`src/rtl/serial_phy_pkg.sv`:
```
// Shared definitions for the serial physical-layer blocks: line symbols,
// receiver state encoding and a small saturating-counter helper.
package serial_phy_pkg;

    localparam logic [7:0] COM_SYM  = 8'hBC;
    localparam logic [7:0] IDLE_SYM = 8'h7C;

    typedef enum logic [1:0] {
        ST_SEARCH = 2'd0,
        ST_ALIGN  = 2'd1,
        ST_ACTIVE = 2'd2
    } sp_state_t;

    // Increment a 3-bit count, sticking at 7 instead of wrapping
    function automatic logic [2:0] sat_inc3(input logic [2:0] v);
        return (v == 3'd7) ? v : v + 3'd1;
    endfunction

endpackage

```
`src/rtl/serial_a_paralelo_com_if.sv`:
```
// Serial-in / parallel-out bus of the COM-aligning deserializer.
// master: the stimulus side (drives the serial bit, observes the byte side).
// slave:  the deserializer itself.
interface serial_a_paralelo_com_if;
    logic       in;
    logic [7:0] data_out;
    logic       valid_out;
    logic       active;

    modport master (output in, input data_out, input valid_out, input active);
    modport slave  (input in, output data_out, output valid_out, output active);
endinterface

```
`src/rtl/serial_shift8.sv`:
```
// 8-bit MSB-first shift register plus modulo-8 bit counter. The counter can
// be resynchronised so that the byte following a detected COM begins at bit 1;
// o_boundary marks the cycle in which the shift register holds a whole
// aligned byte.
module serial_shift8 (
    input  logic       i_clk,
    input  logic       i_rst_n,
    input  logic       i_bit,
    input  logic       i_sync,
    output logic [7:0] o_shreg,
    output logic       o_boundary
);
    logic [7:0] r_shreg;
    logic [2:0] r_bit_cnt;

    // Shift one serial bit in per edge, oldest bit ends up in the MSB
    always_ff @(posedge i_clk or negedge i_rst_n) begin
        if (!i_rst_n) r_shreg <= '0;
        else          r_shreg <= {r_shreg[6:0], i_bit};
    end

    // Free-running modulo-8 counter, restarted at 1 when alignment is found
    always_ff @(posedge i_clk or negedge i_rst_n) begin
        if (!i_rst_n)    r_bit_cnt <= '0;
        else if (i_sync) r_bit_cnt <= 3'd1;
        else             r_bit_cnt <= r_bit_cnt + 3'd1;
    end

    assign o_shreg    = r_shreg;
    assign o_boundary = (r_bit_cnt == 3'd0);
endmodule

```
`src/rtl/serial_a_paralelo_com.sv`:
```
// COM-aligning serial-to-parallel receiver. Hunts bit-by-bit for the COM
// symbol, confirms alignment with a run of COM_COUNT byte-aligned COMs, then
// emits every aligned byte with a one-cycle strobe.
// Optional build macro: SP_IDLE_FILTER_EN -- when defined, COM and IDLE bytes
// received while active are dropped (no strobe, data_out unchanged).
module serial_a_paralelo_com
    import serial_phy_pkg::*;
#(
    parameter int unsigned COM_COUNT   = 4,     // legal 1..7
    parameter logic [7:0]  COM_SYMBOL  = COM_SYM,
    parameter logic [7:0]  IDLE_SYMBOL = IDLE_SYM
) (
    input  logic                    clk32f,
    input  logic                    reset,      // asynchronous, active low
    serial_a_paralelo_com_if.slave  bus
);
`ifdef SP_IDLE_FILTER_EN
    localparam logic FILTER_EN = 1'b1;
`else
    localparam logic FILTER_EN = 1'b0;
`endif
    localparam logic [2:0] COM_TARGET = 3'(COM_COUNT);

    sp_state_t  r_state, w_state_nxt;
    logic [2:0] r_com_cnt, w_com_cnt_nxt, w_com_inc;
    logic [7:0] r_data, w_data_nxt;
    logic       r_valid, w_valid_nxt;
    logic       r_active, w_active_nxt;

    logic [7:0] w_shreg;
    logic       w_boundary;
    logic       w_sync;
    logic       w_is_com;
    logic       w_keep;

    serial_shift8 u_shift (
        .i_clk      (clk32f),
        .i_rst_n    (reset),
        .i_bit      (bus.in),
        .i_sync     (w_sync),
        .o_shreg    (w_shreg),
        .o_boundary (w_boundary)
    );

    assign w_is_com  = (w_shreg == COM_SYMBOL);
    assign w_com_inc = sat_inc3(r_com_cnt);
    // Filler bytes are only suppressed when the filter is built in
    assign w_keep    = !(FILTER_EN && (w_is_com || (w_shreg == IDLE_SYMBOL)));

    // State, COM counter and output registers; everything clears on reset
    always_ff @(posedge clk32f or negedge reset) begin
        if (!reset) begin
            r_state   <= ST_SEARCH;
            r_com_cnt <= '0;
            r_data    <= '0;
            r_valid   <= 1'b0;
            r_active  <= 1'b0;
        end else begin
            r_state   <= w_state_nxt;
            r_com_cnt <= w_com_cnt_nxt;
            r_data    <= w_data_nxt;
            r_valid   <= w_valid_nxt;
            r_active  <= w_active_nxt;
        end
    end

    // Alignment FSM: bit-level hunt in SEARCH, byte-level checks afterwards
    always_comb begin
        w_state_nxt   = r_state;
        w_com_cnt_nxt = r_com_cnt;
        w_data_nxt    = r_data;
        w_valid_nxt   = 1'b0;
        w_active_nxt  = r_active;
        w_sync        = 1'b0;
        unique case (r_state)
            ST_SEARCH: begin
                if (w_is_com) begin
                    w_sync        = 1'b1;
                    w_com_cnt_nxt = 3'd1;
                    if (COM_TARGET == 3'd1) begin
                        w_state_nxt  = ST_ACTIVE;
                        w_active_nxt = 1'b1;
                    end else begin
                        w_state_nxt  = ST_ALIGN;
                    end
                end
            end
            ST_ALIGN: begin
                if (w_boundary) begin
                    if (w_is_com) begin
                        w_com_cnt_nxt = w_com_inc;
                        if (w_com_inc == COM_TARGET) begin
                            w_state_nxt  = ST_ACTIVE;
                            w_active_nxt = 1'b1;
                        end
                    end else begin
                        // A broken run sends us back to the bit-level hunt
                        w_state_nxt   = ST_SEARCH;
                        w_com_cnt_nxt = '0;
                    end
                end
            end
            ST_ACTIVE: begin
                if (w_boundary && w_keep) begin
                    w_data_nxt  = w_shreg;
                    w_valid_nxt = 1'b1;
                end
            end
            default: begin
                w_state_nxt = ST_SEARCH;
            end
        endcase
    end

    assign bus.data_out  = r_data;
    assign bus.valid_out = r_valid;
    assign bus.active    = r_active;
endmodule
```
`src/flat_wrapper.sv`:
```
// flat-port wrapper written by rule: the top's interface ports become plain ports
module serial_a_paralelo_com_flat import serial_phy_pkg::*;
#(
    parameter int unsigned COM_COUNT   = 4,                  
    parameter logic [7:0]  COM_SYMBOL  = COM_SYM,
    parameter logic [7:0]  IDLE_SYMBOL = IDLE_SYM
)
  (clk32f, reset, bus_in, bus_data_out, bus_valid_out, bus_active);
  serial_a_paralelo_com_if bus_i ();
  input  logic clk32f;
  input  logic reset;
  input wire logic [$bits(bus_i.in)-1:0] bus_in;
  output wire logic [$bits(bus_i.data_out)-1:0] bus_data_out;
  output wire logic [$bits(bus_i.valid_out)-1:0] bus_valid_out;
  output wire logic [$bits(bus_i.active)-1:0] bus_active;
  assign bus_i.in = bus_in;
  assign bus_data_out = bus_i.data_out;
  assign bus_valid_out = bus_i.valid_out;
  assign bus_active = bus_i.active;
  serial_a_paralelo_com #(.COM_COUNT(COM_COUNT), .COM_SYMBOL(COM_SYMBOL), .IDLE_SYMBOL(IDLE_SYMBOL)) u_core (.clk32f(clk32f), .reset(reset), .bus(bus_i));
endmodule
```
`config.mk`:
```
export PLATFORM = sky130hd
export DESIGN_NAME = serial_a_paralelo_com_flat
export DESIGN_NICKNAME = d
export VERILOG_FILES = /design/src/rtl/serial_phy_pkg.sv /design/src/rtl/serial_a_paralelo_com_if.sv /design/src/rtl/serial_shift8.sv /design/src/rtl/serial_a_paralelo_com.sv /design/src/flat_wrapper.sv
export SDC_FILE = /design/constraint.sdc
export NUM_CORES = 1
export LEC_CHECK = 0
export CAP_MARGIN = 40
export CORE_UTILIZATION = 45
export DETAILED_ROUTE_END_ITERATION = 10
export PLACE_DENSITY_LB_ADDON = 0.1
export SLEW_MARGIN = 25
export SYNTH_ARGS = -nofsm -noshare
export SYNTH_HDL_FRONTEND = slang
export SYNTH_HIERARCHICAL = 1
export SYNTH_SLANG_ARGS = --single-unit
```
`constraint.sdc`:
```
create_clock -name clk32f -period 3.7 [get_ports clk32f]
set_input_delay 0.74 -clock clk32f [delete_from_list [all_inputs] [get_ports clk32f]]
set_output_delay 0.74 -clock clk32f [all_outputs]
set_load 0.05 [all_outputs]
```
After elaboration in Yosys (flattened, before gate mapping)
Cells that the tools add are included.
Widths: inputs -> output; s select.
{"block": "totals", "regBits": 26, "output_inout_bits": 10, "wordCells": 40}
{"block": "classes", "add_sub_neg": 2, "n_eq_ne": 8, "n_mux": 15, "n_bitwise": 1, "n_reduce_logical": 7}
{"operator": "$mux 3", "count": 5}
{"operator": "$eq 8x8->1 const B", "count": 1}
{"operator": "$mux 2", "count": 4}
{"operator": "$reduce_and 4->1", "count": 2}
{"operator": "$add 3x1->3 const B", "count": 2}
{"operator": "$eq 3x3->1 const B", "count": 2}
{"operator": "$pmux 2 s3", "count": 1}
{"operator": "$pmux 3 s2", "count": 1}
{"operator": "$mux 1", "count": 4}
{"operator": "$logic_not 3->1", "count": 1}
{"operator": "$ne 3x3->1 const B", "count": 1}
{"operator": "$reduce_and 3->1", "count": 1}
{"operator": "$eq 2x1->1 const B", "count": 1}
{"operator": "$eq 2x2->1 const B", "count": 1}
{"operator": "$logic_not 2->1", "count": 1}
{"operator": "$ne 2x1->1 const B", "count": 1}
{"operator": "$ne 2x2->1 const B", "count": 1}
{"operator": "$reduce_and 2->1", "count": 1}
{"operator": "$reduce_bool 2->1", "count": 1}
{"operator": "$not 1->1", "count": 1}

Logic depth before layout (Yosys ltp)
{"block": "depth", "ltp_word": 7, "ltp_mapped": 7, "depth_no_buf": 7}

Modules after synthesis
The synthesis kept the hierarchy.
{"mod": "serial_a_paralelo_com", "n_inst": 1, "cells_per_inst": 60, "area_each_um2": 724.4, "seq_area_each_um2": 375.4}
{"mod": "serial_shift8", "n_inst": 1, "cells_per_inst": 20, "area_each_um2": 341.6, "seq_area_each_um2": 275.3}

Worst setup path before layout
OpenSTA, ideal clock, no wires.
{"block": "synth_timing", "kind": "register to register", "startpoint": "register u_core.u_shift.r_bit_cnt[0]", "endpoint": "register u_core.r_data[0], in the netlist u_core/bus.data_out[0]", "t_arrival_ps": 1516, "required_ps": 3575, "slack_ps": 2059, "path_stages_with_launch": 8, "n_path_buf": 1, "synth_period_minus_slack_ps": 1641, "path_cell_list": "dfrtp_1 inv_1 ha_1 and2b_2 inv_1 or3_1 buf_6 mux2_4"}
{"block": "synth_between", "elab_chain_cells": 2}
{"item": "start: declaration", "line_no": "serial_shift8.sv:14", "text": "logic [2:0] r_bit_cnt;"}
{"item": "start signal: assignment", "line_no": "serial_shift8.sv:26", "text": "else r_bit_cnt <= r_bit_cnt + 3'd1;"}
{"item": "$logic_not 3->1", "line_no": "serial_shift8.sv:30", "text": "assign o_boundary = (r_bit_cnt == 3'd0);"}
{"item": "net u_core.w_boundary", "line_no": "serial_a_paralelo_com.sv:31", "text": "logic w_boundary;"}
{"item": "$reduce_and 2->1 (no source line)"}
{"item": "end signal: assignment", "line_no": "serial_a_paralelo_com.sv:61", "text": "r_data <= w_data_nxt;"}
{"item": "end: declaration", "line_no": "serial_a_paralelo_com.sv:26", "text": "logic [7:0] r_data, w_data_nxt;"}
The timed path passes the listed nets, and every way through them passes these cells.
A chain may end at the register's enable or synchronous reset.

Final worst setup path
{"block": "layout_timing", "startpoint": "register u_core.r_data[5], in the netlist u_core/bus.data_out[5]", "endpoint": "output port bus_data_out[5]"}
{"item": "end: declaration", "line_no": "flat_wrapper.sv:13", "text": "output wire logic [$bits(bus_i.data_out)-1:0] bus_data_out;"}
No word-level cell between the ends.

==> impl_metrics.json <==
{
  "grt_pass1_wl_um": 2660,
  "p_int_uw": 438,
  "ctsResizeCount": 0,
  "synth.avg_cell_area_um2": 13.3,
  "areaGrowthSynthToFinish_pct": 18.8,
  "drt-met1-wl_um": 773,
  "async_reset_ff_share_pct": 100,
  "cp_data_arrival_time_ns": 1.50,
  "vias": 649,
  "synth_most_common_cell": "dfrtp_1",
  "grt_pass1_vias": 608,
  "dp_hpwl_um": 1120,
  "switchingPower_uw": 114,
  "clock_latency_ns": 0.32,
  "critPathTopFamily": "buffers and inverters",
  "pwr-share-seq_pct": 57.8,
  "crit_type": "reg2out",
  "synth_seq_cells": 26,
  "first_iter_violations": 8,
  "drv_slew": 0,
  "antenna_left": 0,
  "comb_power_share_pct": 8.4,
  "drc": 0,
  "crit_path_start_kind": "flip-flop",
  "grt-ovfl-total": 0,
  "antenna_found_initial": 0,
  "initial_core_util_pct": 48.2,
  "nFillCells": 196,
  "detail_route.wl_per_cell_um": 12.9,
  "cts_buffers": 3,
  "yosys-top-cells-area": "dfrtp_1 61%, mux2_4 11%, ha_1 3.5%, nor2_1 1.8%, o21ai_0 1.4%",
  "total_power_uw": 552,
  "via_per_inst": 5.28,
  "min_from": "u_core/u_shift/o_shreg[4]",
  "layout.nets": 102,
  "dieArea_mm2": 0.00257,
  "finalSetupViolCount": 0,
  "synth_ff_type": "dfrtp_1",
  "clock_path_buffers": 2,
  "seq_area_frac_synth_pct": 61.0,
  "cp.required_ns": 2.96,
  "crit_path_max_incr_delay_ns": 0.80,
  "syn_area_mm2": 0.00107,
  "cts.sinks": 26,
  "grt_max_degree": 27,
  "finClkSkew_ns": 0.0110,
  "die_w_um": 50.7,
  "timing.setup.tns_ns": 0,
  "die_y_um": 50.7,
  "cp-end-kind": "primary output",
  "cp_num_buf_inv": 1,
  "syn-num-nets": 86,
  "p_leak_nw": 0.621,
  "p_per_area_mw_per_mm2": 436,
  "tightest_slew_ns": 0.516,
  "power_switching_share_pct": 20.6,
  "cp_cell_sequence": "clkdlybuf4s50_1",
  "grtUsageTotal_pct": 14.6,
  "cp_slowest_cell": "clkdlybuf4s50_1",
  "synthTopCellsByCount": "26 x dfrtp_1, 8 x mux2_4, 5 x nor2_1",
  "cts_tree": "done",
  "status": "finished, final reports clean",
  "top_layer": "met4",
  "hold_viol": 0,
  "ys_types": 30,
  "cts-root-buf": "clkbuf_4",
  "clk_pin_slew_worst_paths_ns": 0.13,
  "hold_path.class": "reg2reg",
  "synth_warnings": 6,
  "core_mm2": 0.00221,
  "synthCells": 80,
  "crit_path_max_fanout": 2,
  "port_buffers": 12,
  "postCtsSetupBuffers": 0,
  "io_pins": 13,
  "max_freq_ghz": 0.446,
  "synth_top_area_share_pct": 61.0,
  "routed_wl_um": 1590,
  "row_count": 17,
  "gp_congestion": 0.817,
  "drt-pass1-iter-count": 4,
  "slew_headroom_pct": 65.3,
  "htree_levels": 1,
  "cp-startpoint": "u_core/bus.data_out[5]",
  "dr_wl_met3_um": 68,
  "drv_cap": 0,
  "cts_hold_buf": 0,
  "finalCritPeriodShare_pct": 60.6,
  "rr_startpoint": "u_core/u_shift/r_bit_cnt[0]",
  "ir_drop_uv": 468,
  "rsz0062_at_grt": "false",
  "synth_edf_count": 0,
  "fin_util_pct": 57.2,
  "num_antenna_cells": 0,
  "drive_gt1_share_pct": 15.8,
  "synth_top_area_cell": "dfrtp_1",
  "fin_crit_ns": 2.24,
  "power.clock.fraction_pct": 33.8,
  "wl_met2_um": 728
}
==> logic make-up (layout without fill, tap and decap cells) <==
family | count (synthesis) | count (layout) | synth area share, %
AND/OR/NAND/NOR | 22 | 22 | 11.7
XOR/XNOR | 1 | 1 | 0.822
buffers and inverters | 7 | 22 | 3.17
multiplexers | 8 | 8 | 11.3
adder cells (fa/ha/maj) | 3 | 3 | 3.52
AO/OA/AOI/OAI | 13 | 13 | 8.45
flip-flops | 26 | 26 | 61.0
==> power groups by stage <==
stage	combinational [mW]	sequential [mW]	clock, mW
final	0.0464	0.319	0.186
after global routing	0.0549	0.322	0.205
after CTS	0.0478	0.319	0.198
after detailed placement	0.0472	0.325	0
after global placement	0.0477	0.325	0
after floorplan	0.0347	0.320	0
==> per-layer routing <==
metal | up-vias | global-route usage [%]
met3 | 2 | 6.36
met1 | 319 | 17.9
met2 | 14 | 22.7
li1 | 314 | -
met4 | 0 | 5.56
met5 | - | 0
==> placed cells by master, fill, tap and decap left out <==
| cell type | count |
|---|---|
| nand2b_1 | 1 |
| and2b_2 | 1 |
| inv_1 | 4 |
| o2bb2ai_1 | 1 |
| nor2b_1 | 1 |
| o32ai_1 | 1 |
| o21ai_0 | 3 |
| a21oi_1 | 1 |
| a311oi_1 | 1 |
| mux2_4 | 8 |
| nor4bb_1 | 1 |
| nand4bb_1 | 1 |
| a2111oi_0 | 1 |
| nand3_1 | 2 |
| a21boi_0 | 2 |
| inv_2 | 1 |
| a21o_1 | 1 |
| buf_4 | 1 |
| nand4_1 | 1 |
| and3_1 | 1 |
| a31oi_1 | 2 |
| bufinv_16 | 1 |
| ha_1 | 3 |
| clkbuf_4 | 3 |
| nand2_1 | 4 |
| nor2_1 | 5 |
| xnor2_1 | 1 |
| and4b_1 | 1 |
| or3_1 | 1 |
| dfrtp_1 | 26 |
| clkdlybuf4s50_1 | 12 |
| nor3_1 | 2 |
==> area by class of cell <==
class,count,area (µm²),share of cell area (%)
Sequential cell,26,651,51.4
Tap cell,28,35.0,2.77
Clock buffer,3,22.5,1.78
Inverter,5,18.8,1.48
Clock inverter,1,30.0,2.37
Multi-Input combinational cell,47,382,30.1
Timing Repair Buffer,13,128,10.1
==> worst paths after layout <==
| path | endpoint | slack (ns) | cells past startpoint |
|---|---|---|---|
| min reg2reg | u_core/u_shift/o_shreg[5] | 0.40 | 0 |
| max reg2reg | u_core/bus.data_out[1] | 1.80 | 6 |
| min | u_core/u_shift/o_shreg[5] | 0.40 | 0 |
| max in group asynchronous | u_core/u_shift/o_shreg[0] | 2.68 | 2 |
| max | bus_data_out[5] | 1.46 | 1 |
| min in group asynchronous | u_core/u_shift/r_bit_cnt[1] | 0.77 | 2 |
==> flip-flops by register name (all words and copies together), names as in the netlist <==
name	flops
u_core/u_shift/o_shreg	8
u_core/bus.active	1
u_core/u_shift/r_bit_cnt	3
u_core/r_com_cnt	3
u_core/r_state	2
u_core/bus.data_out	8
u_core/bus.valid_out	1
==> worst register-to-register path: stages, from the launching register on <==
cell and delay [ns]:
dfrtp_1 0.42, inv_1 0.07, ha_1 0.13, and2b_2 0.19
inv_1 0.07, or3_1 0.55, mux2_4 0.38
==> metrics by stage <==
stage / instance area [µm²] / setup WS (ns) / hold slack [ns] / cells
after floorplan: 1070 / 2.06 / 0.367 / 80
after global placement: 1210 / 1.82 / 0.386 / 119
after detailed placement: 1210 / 1.81 / 0.388 / 119
after CTS: 1270 / 1.42 / 0.401 / 123
after global routing: 1270 / 1.38 / 0.408 / 123
final: 1270 / 1.46 / 0.403 / 123
No activity file was read; power rests on OpenSTA's default activity.
